==> src/rtl/nco_pkg.sv <==
// Shared definitions for the PI-steered NCO: lock-detector states and default
// increment constants.
package nco_pkg;

    typedef enum logic {
        SEARCH = 1'b0,
        LOCKED = 1'b1
    } lock_state_e;

    localparam logic [15:0] NCO_INC_INIT = 16'h1000;
    localparam logic [15:0] NCO_INC_MIN  = 16'h0400;
    localparam logic [15:0] NCO_INC_MAX  = 16'h2000;

    function automatic int max_int(input int a, input int b);
        return (a > b) ? a : b;
    endfunction

endpackage

==> src/rtl/nco_lock_det.sv <==
// Lock detector: SEARCH/LOCKED FSM counting consecutive valid error samples.
// Compiled in only when NCO_PHASE_PI_LOCK_DET_EN is defined; otherwise locked is 0.
module nco_lock_det
    import nco_pkg::*;
#(
    parameter int unsigned WIDTH        = 16,
    parameter int unsigned LOCK_THRESH  = 512,
    parameter int unsigned LOCK_COUNT   = 64,
    parameter int unsigned UNLOCK_COUNT = 16
) (
    input  logic                    clk,
    input  logic                    rst,
    input  logic                    clr,
    input  logic signed [WIDTH-1:0] err_tdata,
    input  logic                    err_tvalid,
    output logic                    locked
);

`ifdef NCO_PHASE_PI_LOCK_DET_EN
    localparam int CW = $clog2(max_int(LOCK_COUNT, UNLOCK_COUNT) + 1);

    lock_state_e      state_q, state_d;
    logic [CW-1:0]    cnt_q, cnt_d;
    logic [WIDTH-1:0] err_mag;
    logic             small_err;

    // The most negative input has no positive twin, so its magnitude saturates.
    always_comb begin
        if (err_tdata == {1'b1, {(WIDTH-1){1'b0}}})
            err_mag = {1'b0, {(WIDTH-1){1'b1}}};
        else if (err_tdata[WIDTH-1])
            err_mag = $unsigned(-err_tdata);
        else
            err_mag = $unsigned(err_tdata);
    end

    assign small_err = (err_mag < WIDTH'(LOCK_THRESH));

    always_ff @(posedge clk or posedge rst) begin
        if (rst) begin
            state_q <= SEARCH;
            cnt_q   <= '0;
        end else begin
            state_q <= state_d;
            cnt_q   <= cnt_d;
        end
    end

    // NOTE: every output of this block gets a default first so no latch is inferred.
    always_comb begin
        state_d = state_q;
        cnt_d   = cnt_q;
        if (clr) begin
            state_d = SEARCH;
            cnt_d   = '0;
        end else if (err_tvalid) begin
            unique case (state_q)
                SEARCH: begin
                    if (!small_err)
                        cnt_d = '0;
                    else if (cnt_q == CW'(LOCK_COUNT - 1)) begin
                        state_d = LOCKED;
                        cnt_d   = '0;
                    end else
                        cnt_d = cnt_q + 1'b1;
                end
                LOCKED: begin
                    if (small_err)
                        cnt_d = '0;
                    else if (cnt_q == CW'(UNLOCK_COUNT - 1)) begin
                        state_d = SEARCH;
                        cnt_d   = '0;
                    end else
                        cnt_d = cnt_q + 1'b1;
                end
                default: begin
                    state_d = SEARCH;
                    cnt_d   = '0;
                end
            endcase
        end
    end

    assign locked = (state_q == LOCKED);
`else
    logic unused_inputs;
    assign unused_inputs = ^{clk, rst, clr, err_tdata, err_tvalid};
    assign locked        = 1'b0;
`endif

endmodule

==> src/rtl/nco_phase_pi.sv <==
// Two-stage PI-steered phase accumulator: stage 1 integrates the error into a
// clamped increment, stage 2 accumulates phase. Lock FSM gated by NCO_PHASE_PI_LOCK_DET_EN.
module nco_phase_pi
    import nco_pkg::*;
#(
    parameter int unsigned      WIDTH          = 16,
    parameter logic [WIDTH-1:0] INCREMENT_INIT = NCO_INC_INIT,
    parameter int unsigned      KP_SHIFT       = 4,
    parameter int unsigned      KI_SHIFT       = 8,
    parameter logic [WIDTH-1:0] INC_MIN        = NCO_INC_MIN,
    parameter logic [WIDTH-1:0] INC_MAX        = NCO_INC_MAX,
    parameter int unsigned      LOCK_THRESH    = 512,
    parameter int unsigned      LOCK_COUNT     = 64,
    parameter int unsigned      UNLOCK_COUNT   = 16
) (
    input  logic                    clk,
    input  logic                    rst,
    input  logic                    clr,
    input  logic signed [WIDTH-1:0] err_tdata,
    input  logic                    err_tvalid,
    output logic        [WIDTH-1:0] phase_tdata,
    output logic                    phase_tvalid,
    output logic        [WIDTH-1:0] freq_tdata,
    output logic                    locked
);

    localparam int EW = WIDTH + 2;

    logic [WIDTH-1:0] inc_q, inc_d;
    logic [WIDTH-1:0] p_term_q;
    logic [WIDTH-1:0] phase_q, phase_d;
    logic             v1_q, vout_q;

    logic signed [WIDTH-1:0] ki_term, kp_term;
    logic signed [EW-1:0]    inc_wide, inc_lo, inc_hi;

    assign ki_term = err_tdata >>> KI_SHIFT;
    assign kp_term = err_tdata >>> KP_SHIFT;

    // Two guard bits keep the integrator sum from wrapping before the clamp.
    assign inc_wide = $signed({2'b00, inc_q}) + $signed({{2{ki_term[WIDTH-1]}}, ki_term});
    assign inc_lo   = $signed({2'b00, INC_MIN});
    assign inc_hi   = $signed({2'b00, INC_MAX});

    always_comb begin
        if (inc_wide < inc_lo)
            inc_d = INC_MIN;
        else if (inc_wide > inc_hi)
            inc_d = INC_MAX;
        else
            inc_d = inc_wide[WIDTH-1:0];
    end

    assign phase_d = phase_q + inc_q + p_term_q;

    // NOTE: sequential state uses non-blocking assignments so every register samples pre-edge values.
    always_ff @(posedge clk or posedge rst) begin
        if (rst) begin
            inc_q    <= INCREMENT_INIT;
            p_term_q <= '0;
            phase_q  <= '0;
            v1_q     <= 1'b0;
            vout_q   <= 1'b0;
        end else if (clr) begin
            inc_q    <= INCREMENT_INIT;
            p_term_q <= '0;
            phase_q  <= '0;
            v1_q     <= 1'b0;
            vout_q   <= 1'b0;
        end else begin
            v1_q   <= err_tvalid;
            vout_q <= v1_q;
            if (err_tvalid) begin
                inc_q    <= inc_d;
                p_term_q <= kp_term;
            end
            if (v1_q)
                phase_q <= phase_d;
        end
    end

    assign phase_tdata  = phase_q;
    assign phase_tvalid = vout_q;
    assign freq_tdata   = inc_q;

    nco_lock_det #(
        .WIDTH        (WIDTH),
        .LOCK_THRESH  (LOCK_THRESH),
        .LOCK_COUNT   (LOCK_COUNT),
        .UNLOCK_COUNT (UNLOCK_COUNT)
    ) u_lock_det (
        .clk        (clk),
        .rst        (rst),
        .clr        (clr),
        .err_tdata  (err_tdata),
        .err_tvalid (err_tvalid),
        .locked     (locked)
    );

endmodule

==> config.mk <==
export PLATFORM = sky130hd
export DESIGN_NAME = nco_phase_pi
export DESIGN_NICKNAME = d
export VERILOG_FILES = /design/src/rtl/nco_pkg.sv /design/src/rtl/nco_lock_det.sv /design/src/rtl/nco_phase_pi.sv
export SDC_FILE = /design/constraint.sdc
export NUM_CORES = 1
export LEC_CHECK = 0
export CORE_MARGIN = 2
export CORE_UTILIZATION = 56
export CTS_BUF_LIST = sky130_fd_sc_hd__clkbuf_8 sky130_fd_sc_hd__clkbuf_16
export DETAILED_ROUTE_END_ITERATION = 7
export GPL_ROUTABILITY_DRIVEN = 0
export PLACE_DENSITY = 0.82
export SETUP_SLACK_MARGIN = 0.3
export SLEW_MARGIN = 20
export SYNTH_ARGS = -nofsm -noshare
export SYNTH_HDL_FRONTEND = slang
export SYNTH_SLANG_ARGS = --single-unit
==> constraint.sdc <==
create_clock -name clk -period 4.2 [get_ports clk]
set_clock_uncertainty 0.05 [all_clocks]
set_input_delay 1.26 -clock clk [delete_from_list [all_inputs] [get_ports clk]]
set_output_delay 1.26 -clock clk [all_outputs]
set_load 0.1 [all_outputs]
==> results.tsv <==
metric	value	unit
fmax	256	MHz
grt_pass1_vias	3326	
grt_first_pass_wirelength	15400	um
htreeDepth	2	
hold_class	register to register	
cts.path.max_buffers	2	
worstMarginPinSlew	979	ps
rows	30	
pwr_density_cell	241	nW/um2
cts-root-buf	clkbuf_8	
postPlaceCellArea	4610	um2
ys.warnings.count	0	
wl_per_cell	18.6	um
power	0.00122	W
setup_ws	299	ps
syn_nets	445	
synth_top_area_share	29.6	%
io_buffers	48	
yosys.area.top_type	dfrtp_1	
syn_avg_cell_area	10.1	um2
path_clk_slew	90	ps
synthTopCellsByArea	dfrtp_1, ha_1, fa_1	
vias	3420	
cts_sinks	46	
drtAntennaViolNets	0	
grt_max_degree	47	
dieHeight	86.4	um
drive_above_1_share	25.3	%
ys.flop_type	dfrtp_1	
dr.pass1.iters	4	
cp-end-kind	register	
cts_tree	done	
syn-instance-count	377	
synth_cell_types	66	
crit_arrival	4060	ps
final_core_util	75.8	%
finalSetupViolations	0	
routed_via_density	6.22	
io_pins	54	
routed_wirelength	10200	um
drv_cap	0	
maxSlewViolCount	0	
slew_headroom	34.5	%
worst-path-max-fanout	5	
p_leak	2.42	nW
timing.final.crit_period	3900	ps
fin_hold_ws	507	ps
dpl_worst_slack	-333	ps
critPathKind	primary input to register	
fin_crit_sh	92.9	%
design_area	5060	um2
diodes	0	
coreArea	6680	um2
design.die.area	7460	um2
finalNetCount	537	
synth_edf_count	0	
dr.first_iter.drc_count	185	
final_hold_viol_count	0	
fill_cells	418	
status	finished, final reports clean	
grt_overflow	0	
numCtsBuffers	5	
vdd_ir_drop_max	0.229	mV
start_kind	primary input	
syn_to_final_growth	33.2	%
yosysSeqAreaShare	30.3	%
grt_util_all_layers	26.3	%
initial_core_util	56.9	%
synth_seq_cells	46	
dp_hpwl	6900	um
drc_errors	0	
antenna_found_initial	0	
clk_latency	320	ps
synthesis.area	3800	um2
die_x	86.4	um
async_flop_share	100	%
required	4360	ps
rsz0062_at_grt	no	
[synth_stat cells (2+ instances only)]
library cell,n
nand3_1,6
o21ai_1,2
buf_2,2
dfrtp_1,45
nor3_1,12
o31ai_1,5
mux2i_1,26
a211oi_1,5
ha_1,31
o21a_1,4
xnor2_1,17
xor2_1,9
and2_2,2
or3_1,6
o2111ai_1,2
buf_6,3
buf_1,4
clkbuf_1,4
a22o_1,5
a32o_1,5
o21ai_0,7
inv_1,7
a21o_1,13
a2111oi_0,2
a221oi_2,2
and2_1,4
nand2_1,17
a21o_2,3
nor2_1,45
a31o_1,2
fa_1,17
a21oi_1,20
nor2b_1,5
a21oi_2,3
nor4_1,4
[cell families (layout without fill, tap and decap cells)]
family          count (synthesis)  in the layout  synth area share (%)
buf+inv                        22            114                  3.13
flops                          46             46                  30.3
fa+ha+maj                      48             48                  19.2
compound gates                 98             98                  20.1
xor+xnor                       26             26                  5.99
simple gates                  109            109                  14.0
other cells                     1              1                0.0986
mux                            27             28                  7.24
[path summary, 6_finish.rpt]
path / to / slack, ps / cells after the start / from
max in group asynchronous: freq_tdata[1]$_DFFE_PP0P_ / 2000 / 2 / rst
min in group asynchronous: phase_tdata[8]$_DFFE_PP0P_ / 1430 / 2 / rst
setup / recovery: freq_tdata[3]$_DFFE_PP0P_ / 300 / 11 / err_tdata[12]
hold reg to reg: p_term_q[0]$_DFFE_PP0P_ / 510 / 2 / p_term_q[0]$_DFFE_PP0P_
hold / removal: p_term_q[0]$_DFFE_PP0P_ / 510 / 2 / p_term_q[0]$_DFFE_PP0P_
setup reg to reg: phase_tdata[14]$_DFFE_PP0P_ / 520 / 10 / freq_tdata[2]$_DFFE_PP0P_
[stage by stage]
step / instances / setup TNS, ps
after global routing: 550 / 0
final: 550 / 0
after detailed placement: 532 / -4000
after global placement: 532 / -2920
after floorplan: 377 / 0
after CTS: 544 / 0
[flip-flops by register name, summed over array words and instances, names as in the netlist]
register / count
freq_tdata: 16
v1_q: 1
p_term_q: 12
phase_tvalid: 1
phase_tdata: 16
[area by class of cell]
cell class / count / area (um2) / area share (%)
Clock inverter: 3 / 17.5 / 0.346
Timing Repair Buffer: 99 / 872 / 17.2
Tap cell: 80 / 100 / 1.98
Sequential cell: 46 / 1150 / 22.8
Clock buffer: 5 / 68.8 / 1.36
Inverter: 7 / 26.3 / 0.519
Multi-Input combinational cell: 310 / 2820 / 55.8
[metal layers]
metal	global-route usage, %	up-vias	share of wire [%]
met1	33.5	1670	40
li1	-	1574	-
met4	11.2	0	3.0
met2	44.2	147	51
met3	4.76	29	6.3
met5	0	-	0
[report_power, final]
part	switching [W]	leakage (nW)	total [W]	internal, W
logic	0.000276	1.75	0.000451	0.000176
clock network	0.000166	0.0493	0.000282	0.000115
registers	0.0000262	0.620	0.000488	0.000462
[timing repair]
| action | in CTS | in global routing |
|---|---|---|
| pin swaps | 9 | 21 |
| resized for setup | 14 | 44 |
| endpoints found under the setup margin | 14 | 15 |
| setup buffers | 3 | 5 |
| hold buffers | 0 | 0 |
| cloned | 1 | 1 |
[critical path: stages]
cell and delay [ps]:
clkdlybuf4s50_1 550, ha_4 230, and3_4 180, a22oi_2 240
a211oi_4 130, buf_4 160, o21a_1 180, o211ai_1 360
a2111oi_4 160, mux2_4 330, a32o_2 280
[layout by cell type (no fill, tap or decap), types with 4 or more instances in the layout]
master,count
buf_4,49
nor2_1,43
dfrtp_1,43
clkdlybuf4s50_1,40
mux2i_1,25
ha_1,24
a21oi_1,18
nand2_1,17
xnor2_1,16
fa_1,16
a21o_1,13
nor3_1,10
inv_1,7
xor2_1,7
nand3_1,6
a21oi_2,5
or3_1,5
o21ai_0,5
a22o_1,5
nor2b_1,5
ha_4,5
clkbuf_8,5
dlymetal6s2s_1,5
o21a_1,4
a32o_1,4
and2_1,4
Power figures use the tool's default switching activity.
